--- src/rtl/object_plotter.sv ---
// Rectangle plotter: erases the old rectangle then draws the new one, one pixel per clock.
// Build option PLOTTER_ERASE_EN enables the erase pass; without it only the draw pass runs.
module object_plotter #(
   parameter logic [7:0] MAX_X         = 8'd159,
   parameter logic [6:0] MAX_Y         = 7'd119,
   parameter logic [2:0] BG_COLOUR     = 3'b000,
   parameter logic [2:0] BALL_COLOUR   = 3'b111,
   parameter logic [2:0] PADDLE_COLOUR = 3'b010,
   parameter logic [2:0] BLOCK_COLOUR  = 3'b100
) (
   input  logic       clk,
   input  logic       resetn,
   input  logic       startPlot,
   input  logic [1:0] object,
   input  logic [7:0] newX,
   input  logic [6:0] newY,
   input  logic [7:0] oldX,
   input  logic [6:0] oldY,
   input  logic [7:0] sizeX,
   input  logic [6:0] sizeY,
   output logic [7:0] vga_x,
   output logic [6:0] vga_y,
   output logic [2:0] vga_colour,
   output logic       vga_plot,
   output logic       busy,
   output logic       done
);

   typedef enum logic [1:0] {IDLE, ERASE, DRAW, DONE} state_t;

   state_t     state, state_nxt;
   logic [1:0] obj_q;
   logic [7:0] new_x_q, size_x_q;
   logic [6:0] new_y_q, size_y_q;
   logic [7:0] ox;
   logic [6:0] oy;
   logic       last_col, last_row, accept, null_req;
   logic [7:0] base_x_p0;
   logic [6:0] base_y_p0;
   logic [8:0] sum_x_p0;
   logic [7:0] sum_y_p0;
   logic [2:0] colour_p0;
   logic       vld_p0;

`ifdef PLOTTER_ERASE_EN
   logic [7:0] old_x_q;
   logic [6:0] old_y_q;
`else
   logic       unused_old;
   assign unused_old = ^{oldX, oldY};
`endif

   function automatic logic [2:0] obj_colour(input logic [1:0] obj);
      case (obj)
         2'b00:   obj_colour = BALL_COLOUR;
         2'b01:   obj_colour = PADDLE_COLOUR;
         2'b10:   obj_colour = BLOCK_COLOUR;
         default: obj_colour = BG_COLOUR;
      endcase
   endfunction

   // Clipping: a pixel is written only when both unwrapped sums land on screen.
   function automatic logic on_screen(input logic [8:0] sx, input logic [7:0] sy);
      on_screen = (sx <= {1'b0, MAX_X}) && (sy <= {1'b0, MAX_Y});
   endfunction

   assign last_col = (ox == size_x_q - 8'd1);
   assign last_row = (oy == size_y_q - 7'd1);
   assign accept   = (state == IDLE) && startPlot;
   assign null_req = (object == 2'b11) || (sizeX == 8'd0) || (sizeY == 7'd0);

   always_ff @(posedge clk or negedge resetn) begin
      if (!resetn) state <= IDLE;
      else         state <= state_nxt;
   end

   always_comb begin
      state_nxt = state;
      case (state)
         IDLE: begin
            if (startPlot) begin
               if (null_req) state_nxt = DONE;
`ifdef PLOTTER_ERASE_EN
               else          state_nxt = ERASE;
`else
               else          state_nxt = DRAW;
`endif
            end
         end
         ERASE:   if (last_col && last_row) state_nxt = DRAW;
         DRAW:    if (last_col && last_row) state_nxt = DONE;
         DONE:    state_nxt = IDLE;
         default: state_nxt = IDLE;
      endcase
   end

   // Request latch: only these copies are used once a request is accepted.
   always_ff @(posedge clk) begin
      if (accept) begin
         obj_q    <= object;
         new_x_q  <= newX;
         new_y_q  <= newY;
         size_x_q <= sizeX;
         size_y_q <= sizeY;
`ifdef PLOTTER_ERASE_EN
         old_x_q  <= oldX;
         old_y_q  <= oldY;
`endif
      end
   end

   // Scan offsets: ox inner, oy outer; both wrap to 0 at the end of each pass.
   always_ff @(posedge clk or negedge resetn) begin
      if (!resetn) begin
         ox <= 8'd0;
         oy <= 7'd0;
      end else if (state == ERASE || state == DRAW) begin
         if (last_col) begin
            ox <= 8'd0;
            oy <= last_row ? 7'd0 : oy + 7'd1;
         end else begin
            ox <= ox + 8'd1;
         end
      end else begin
         ox <= 8'd0;
         oy <= 7'd0;
      end
   end

   // Stage p0: pixel address and colour for the current offset.
   always_comb begin
      base_x_p0 = new_x_q;
      base_y_p0 = new_y_q;
      colour_p0 = obj_colour(obj_q);
`ifdef PLOTTER_ERASE_EN
      if (state == ERASE) begin
         base_x_p0 = old_x_q;
         base_y_p0 = old_y_q;
         colour_p0 = BG_COLOUR;
      end
`endif
      sum_x_p0 = {1'b0, base_x_p0} + {1'b0, ox};
      sum_y_p0 = {1'b0, base_y_p0} + {1'b0, oy};
      vld_p0   = (state == ERASE) || (state == DRAW);
   end

   // Stage p1: registered pixel-write port and handshake.
   always_ff @(posedge clk or negedge resetn) begin
      if (!resetn) begin
         vga_x      <= 8'd0;
         vga_y      <= 7'd0;
         vga_colour <= 3'd0;
         vga_plot   <= 1'b0;
         busy       <= 1'b0;
         done       <= 1'b0;
      end else begin
         vga_plot <= vld_p0 && on_screen(sum_x_p0, sum_y_p0);
         busy     <= (state != IDLE);
         done     <= (state == DONE);
         if (vld_p0) begin
            vga_x      <= sum_x_p0[7:0];
            vga_y      <= sum_y_p0[6:0];
            vga_colour <= colour_p0;
         end
      end
   end

endmodule
--- config.mk ---
export PLATFORM = sky130hd
export DESIGN_NAME = object_plotter
export DESIGN_NICKNAME = d
export VERILOG_FILES = /design/src/rtl/object_plotter.sv
export SDC_FILE = /design/constraint.sdc
export NUM_CORES = 1
export LEC_CHECK = 0
export CAP_MARGIN = 20
export CORE_ASPECT_RATIO = 0.6
export CORE_MARGIN = 2
export CORE_UTILIZATION = 56
export DETAILED_ROUTE_END_ITERATION = 7
export PLACE_DENSITY = 0.87
export RECOVER_POWER = 50
export SLEW_MARGIN = 30
export SYNTH_ARGS = -nofsm -noshare
export SYNTH_HDL_FRONTEND = slang
export SYNTH_SLANG_ARGS = --single-unit
--- constraint.sdc ---
create_clock -name clk -period 4.1 [get_ports clk]
set_input_delay 0.615 -clock clk [delete_from_list [all_inputs] [get_ports clk]]
set_output_delay 0.615 -clock clk [all_outputs]
set_load 0.05 [all_outputs]
# Yosys cells after proc, flatten, opt, wreduce, memory -nomap -nowiden
# Index checks and enable logic that the tools add are counted.
# op_classes
addsub	6
magnitude_cmp	2
n_eq_ne	12
mux	11
reduce_logical	13
# op_table
cell	n
$mux W7	3
$mux W8	2
$add A8 B8 Y9	1
$le A9 B8 Y1 const B	1
$pmux W3 S3	1
$add A7 B7 Y8	1
$add A8 B1 Y8 const B	1
$eq A2 B2 Y1 const B	4
$eq A8 B8 Y1	1
$le A8 B7 Y1 const B	1
$logic_not A8 Y1	1
$ne A2 B2 Y1 const B	4
$pmux W2 S4	1
$sub A8 B1 Y8 const B	1
$add A7 B1 Y7 const B	1
$eq A7 B7 Y1	1
$logic_not A7 Y1	1
$sub A7 B1 Y7 const B	1
$mux W2	3
$eq A2 B1 Y1 const B	2
$logic_and A1 B1 Y1	4
$logic_not A2 Y1	2
$logic_or A1 B1 Y1	3
$reduce_and A3 Y1	1
other kinds (2)	2
# word_totals
register_bits	70
in_bits	50
out_inout_bits	21
wordCells	58

# Depth between registers and ports, before layout
# logic_depth
word_depth	6
mapped_depth	10

# Worst setup path before layout
# OpenSTA, ideal clock, no wires.
# synth_path
kind	reg-to-reg
startpoint	reg size_x_q[0]
endpoint	reg state[0]
setup_ps	79
arrival_time_ps	2328
required_ps	4021
setup_slack_ps	1693
path_stages_with_launch	8
path_cell_list	edfxtp_1 > or4_4 > or4_1 > o311ai_1 > o211ai_4 > a2111oi_4 > o22a_2 > mux2i_1
# synth_between
elab_chain_len	5
word_cells_on_any_way	6
cone_classes	add/sub: 1; eq/ne: 3; reduce/logical: 2
# synth_lines
item	line_no	text
start: declaration	33	logic [7:0] new_x_q, size_x_q;
start signal: assignment	103	size_x_q <= sizeX;
$sub A8 B1 Y8 *	67	assign last_col = (ox == size_x_q - 8'd1);
$eq A8 B8 Y1 *	67	
$logic_and A1 B1 Y1 *	90, 91	
$ne A2 B2 Y1 (no line)	n/a	
$reduce_and A3 Y1 (no line) *	n/a	
end signal: assignment	74	else state <= state_nxt;
end: declaration	31	state_t state, state_nxt;
# Mark *: on every way between the ends. The rest lies on a longest branch, timed or not.
# A chain may end at the register's enable or synchronous reset.

# Worst setup path in the final report
# layout_path
startpoint	reg state[0]
endpoint	reg oy[4]
# layout_between
elab_chain_len	3
word_cells_on_any_way	5
cone_classes	eq/ne: 3; mux: 1; reduce/logical: 1
# layout_lines
item	line_no	text
$eq A2 B1 Y1 / $eq A2 B2 Y1 (equally long branches)	n/a	
$logic_or A1 B1 Y1 *	n/a	
net vld_p0	43	logic vld_p0;
$ne A2 B2 Y1 (no line) / $mux W7 (equally long branches)	n/a	
end signal: assignment	120	oy <= last_row ? 7'd0 : oy + 7'd1;
end: declaration	36	logic [6:0] oy;
# The timed path passes the listed nets; every way through them passes the cells marked *.

==> metrics list <==
- Die extent in x: 109 um
* Share of the synthesized area in compound gates (AO/OA/AOI/OAI): 10.1%
* Final HPWL from detailed placement: 5750 um
- Met3 demand-to-capacity share in global routing: 7.43%
- Num CTS Buffers: 9
* Count of synthesis-stage warnings from yosys: 0
- Share of post-route cells with drive strength above 1: 8.79%
- In this run the deepest clock path goes through 2 buffers.
- The die covers 7360 sq um.
* Synth Instances: 321
- The flow ran to the end, but the final reports show violations.
- Seq cells post-synth: 70
- GR met2 Demand/Resource: 39.7%
- Count of TritonRoute iterations in the first routing pass: 4
- Final number of hold-violating endpoints: 0
- The net count of the finished layout is 458.
- STA classifies the critical path endpoint as a flop.
- Total Routed Length: 7860 um
- Overall via count from detail_route: 2660
- Post-synthesis mux area share: 5.13%
* Critical path peak fanout: 27
- Most common cell after layout, fill and taps aside: sky130_fd_sc_hd__dfrtp_1
* Met1 demand-to-capacity share in global routing: 30.2%
* Resized cells post-CTS: 0
* GRT Util Overall: 23.8%
* Fraction of synthesized cell area in xor and xnor cells: 7.97%
- Final RePlAce weighted congestion: 0.807
- Unique masters post-synth: 57
- Layout Area Growth over Synthesis: 21.8%
- Placement-stage worst setup slack: 1.39 ns
- Adder-cell share of the synthesized area: 9.11%
* Largest family of logic cells by synthesized area: simple AND/OR/NAND/NOR gates
* Num rows: 22
* Proportion of synthesized chip area in sequential cells: 51.2%
- Post-Synthesis Cell Area: 3730 sq um
- The worst hold path belongs to the class reg -> reg.
- TritonCTS built the clock tree.
* Clock period minus final worst setup slack: 2.93 ns
- Mapped Nets: 397
- Relative slew margins: -36.7%
* Gr busiest metal: met2
- Root Buffer: sky130_fd_sc_hd__clkbuf_8
- VDD IR-drop max: 552 uV
- Cells fill 72.5% of the core in the end.
- The total area inside the core boundary comes to 6280 sq um.
* Setup bufs post-CTS: 0
* Antenna Nets Post-Route: 0
* Final max-slew violation count: 67
* Number of violations of the max-capacitance limit: 2
- CP startpoint kind: flop
- Initial standard-cell utilization of the core: 59.5%
* Worst Setup Path Type: reg -> reg
* Initial antenna violation count: 1
- Of the total synthesized cell area, the portion taken by AND, OR, NAND and NOR gates is 12.8%.
* Final standard cell count with taps included and fillers excluded: 472
- First-pass GRT wire length: 12900 um
- The checks that failed: max-capacitance violations, max-slew violations.
- Clock-pin slew on the worst setup and hold paths: 0.07 ns
- Setup violations remaining at the end of the flow were counted as 0.
* Measured slew at the worst slew-check pin: 2.05 ns
- Clock latency on the worst-skew pair, taken at its later pin, is 0.35 ns.
- Based on the critical path, the design can be clocked at up to 0.341 GHz.
- Vias per cell: 5.64
- Worst clock skew on the final layout: 0.00723 ns
* Leakage component of the power: 1.86 nW
- Largest net degree at the start of global routing: 39
* Cts hold-fix bufs: 0
- 71 I/O pins were placed.
* Global route overflow: 0
- In the post-route analysis, the smallest setup slack over all paths is 1.17 ns.
- Port Buffers: 55
- Fill cell count: 450
* Power per cell area: 640 nW/um^2
* Commonest cells after routing, fill and taps aside: sky130_fd_sc_hd__dfrtp_1 (38), sky130_fd_sc_hd__edfxtp_1 (32), sky130_fd_sc_hd__dlygate4sd3_1 (32)
* RSZ-0062 raised after global routing: false
- Overall power after layout: 2.91 mW
- Number of design-rule violations left by the first detailed-router iteration: 147
- Data arrival at the endpoint of the critical path: 3.21 ns
- In the synthesized netlist the dominant register cell turns out to be sky130_fd_sc_hd__dfrtp_1.
- Clock H-tree levels: 3
- Share of flip-flops with an asynchronous set or reset: 54.3%
- Number of flops mapped to enable cells by yosys: 32
- From bottom edge to top edge, the die measures 67.3 um.
* Residual DRC count: 0
* Sum of negative setup slack: 0 ns
- Critical path required time: 4.37 ns
- Via count of the first global-routing pass: 2707
- Routed wirelength normalized by instance count: 16.7 um
- Counting tap cells, the placed design contains a total of 455 instances.
- A synthesized cell averages 11.6 sq um.
- Num Clock Sinks: 70
- The worst path uses 71.6% of the clock period.
## routing by layer
layer	up-vias	share of wire, %
li1	1280	-
met1	1300	47
met2	68	46
met3	12	5.1
met4	0	1.2
met5	-	0
## path summary, 6_finish.rpt
kind	startpoint	endpoint	slack, ns	depth (start not counted)
setup / recovery	state[0]$_DFFE_PN0P_	oy[4]$_DFFE_PN0P_	1.17	6
hold / removal	obj_q[0]$_DFFE_PP_	vga_colour[0]$_DFFE_PN0N_	0.47	1
setup reg to reg	state[0]$_DFFE_PN0P_	oy[4]$_DFFE_PN0P_	1.17	6
hold reg to reg	obj_q[0]$_DFFE_PP_	vga_colour[0]$_DFFE_PN0N_	0.47	1
max in group asynchronous	resetn	state[1]$_DFFE_PN0P_	2.08	1
min in group asynchronous	resetn	vga_x[1]$_DFFE_PN0N_	0.84	1
## flip-flops by register name, indices dropped and copies added, names as in the netlist
register / count
base_x_p0: 8
base_y_p0: 7
busy: 1
done: 1
obj_q: 2
ox: 8
oy: 7
size_x_q: 8
size_y_q: 7
state: 2
vga_colour: 3
vga_plot: 1
vga_x: 8
vga_y: 7
## stage by stage
step	area [sq um]	hold WS [ns]
floorplan	3730	0.319
global placement	4370	0.437
detailed placement	4370	0.458
CTS	4550	0.394
global route	4550	0.488
finish	4550	0.466
## critical path, cell delays in order (launching register included)
cell and delay, ns:
sky130_fd_sc_hd__dfrtp_1 0.42, sky130_fd_sc_hd__inv_1 0.10, sky130_fd_sc_hd__ha_1 0.28, sky130_fd_sc_hd__clkbuf_1 1.10, sky130_fd_sc_hd__nand2_2 0.43, sky130_fd_sc_hd__a31o_2 0.37, sky130_fd_sc_hd__a21oi_1 0.13
## final cells by class
cell class | count | area (sq um) | share of cell area, %
Timing Repair Buffer | 57 | 556 | 12.2
Tap cell | 84 | 105 | 2.31
Sequential cell | 70 | 1910 | 42.0
Multi-Input combinational cell | 216 | 1680 | 37.0
Clock inverter | 4 | 48.8 | 1.07
Inverter | 28 | 105 | 2.31
Clock buffer | 12 | 135 | 2.97
Antenna cell | 1 | 2.50 | 0.0550
## synthesized netlist by cell type (3+ instances only)
library cell                n  area share [%]
sky130_fd_sc_hd__mux2_2     9             2.7
sky130_fd_sc_hd__o21ai_0   11             1.5
sky130_fd_sc_hd__xor2_1    17             4.0
sky130_fd_sc_hd__nand3b_1   3            0.60
sky130_fd_sc_hd__ha_1      24             8.0
sky130_fd_sc_hd__nor4_1     4            0.67
sky130_fd_sc_hd__inv_1     28             2.8
sky130_fd_sc_hd__xnor2_1   17             4.0
sky130_fd_sc_hd__edfxtp_1  32              26
sky130_fd_sc_hd__and3_1     4            0.67
sky130_fd_sc_hd__mux2i_1    9             2.4
sky130_fd_sc_hd__nor2_1    21             2.1
sky130_fd_sc_hd__a31oi_1    3            0.50
sky130_fd_sc_hd__nand2b_1   5            0.84
sky130_fd_sc_hd__a21oi_1   13             1.7
sky130_fd_sc_hd__clkbuf_1   4            0.40
sky130_fd_sc_hd__nor2b_1    5            0.84
sky130_fd_sc_hd__nand3_1   10             1.3
sky130_fd_sc_hd__dfrtp_1   38              25
sky130_fd_sc_hd__and2_1     3            0.50
sky130_fd_sc_hd__nor3_1     6            0.80
sky130_fd_sc_hd__nand2_1   10             1.0
## where the power goes
part	switching [mW]	internal, mW	total, mW
registers	0.125	0.921	1.05
clock network	0.259	0.280	0.539
logic	0.820	0.506	1.33
## cells by family (layout without fill, tap and decap cells)
family          count (synthesis)  after routing
flops                          70             70
compound gates                 51             51
simple gates                   87             87
other cells                     0              1
xor+xnor                       34             34
mux                            18             18
fa+ha+maj                      26             26
buf+inv                        35            101
Note: power is estimated with default switching activity, not from simulation.
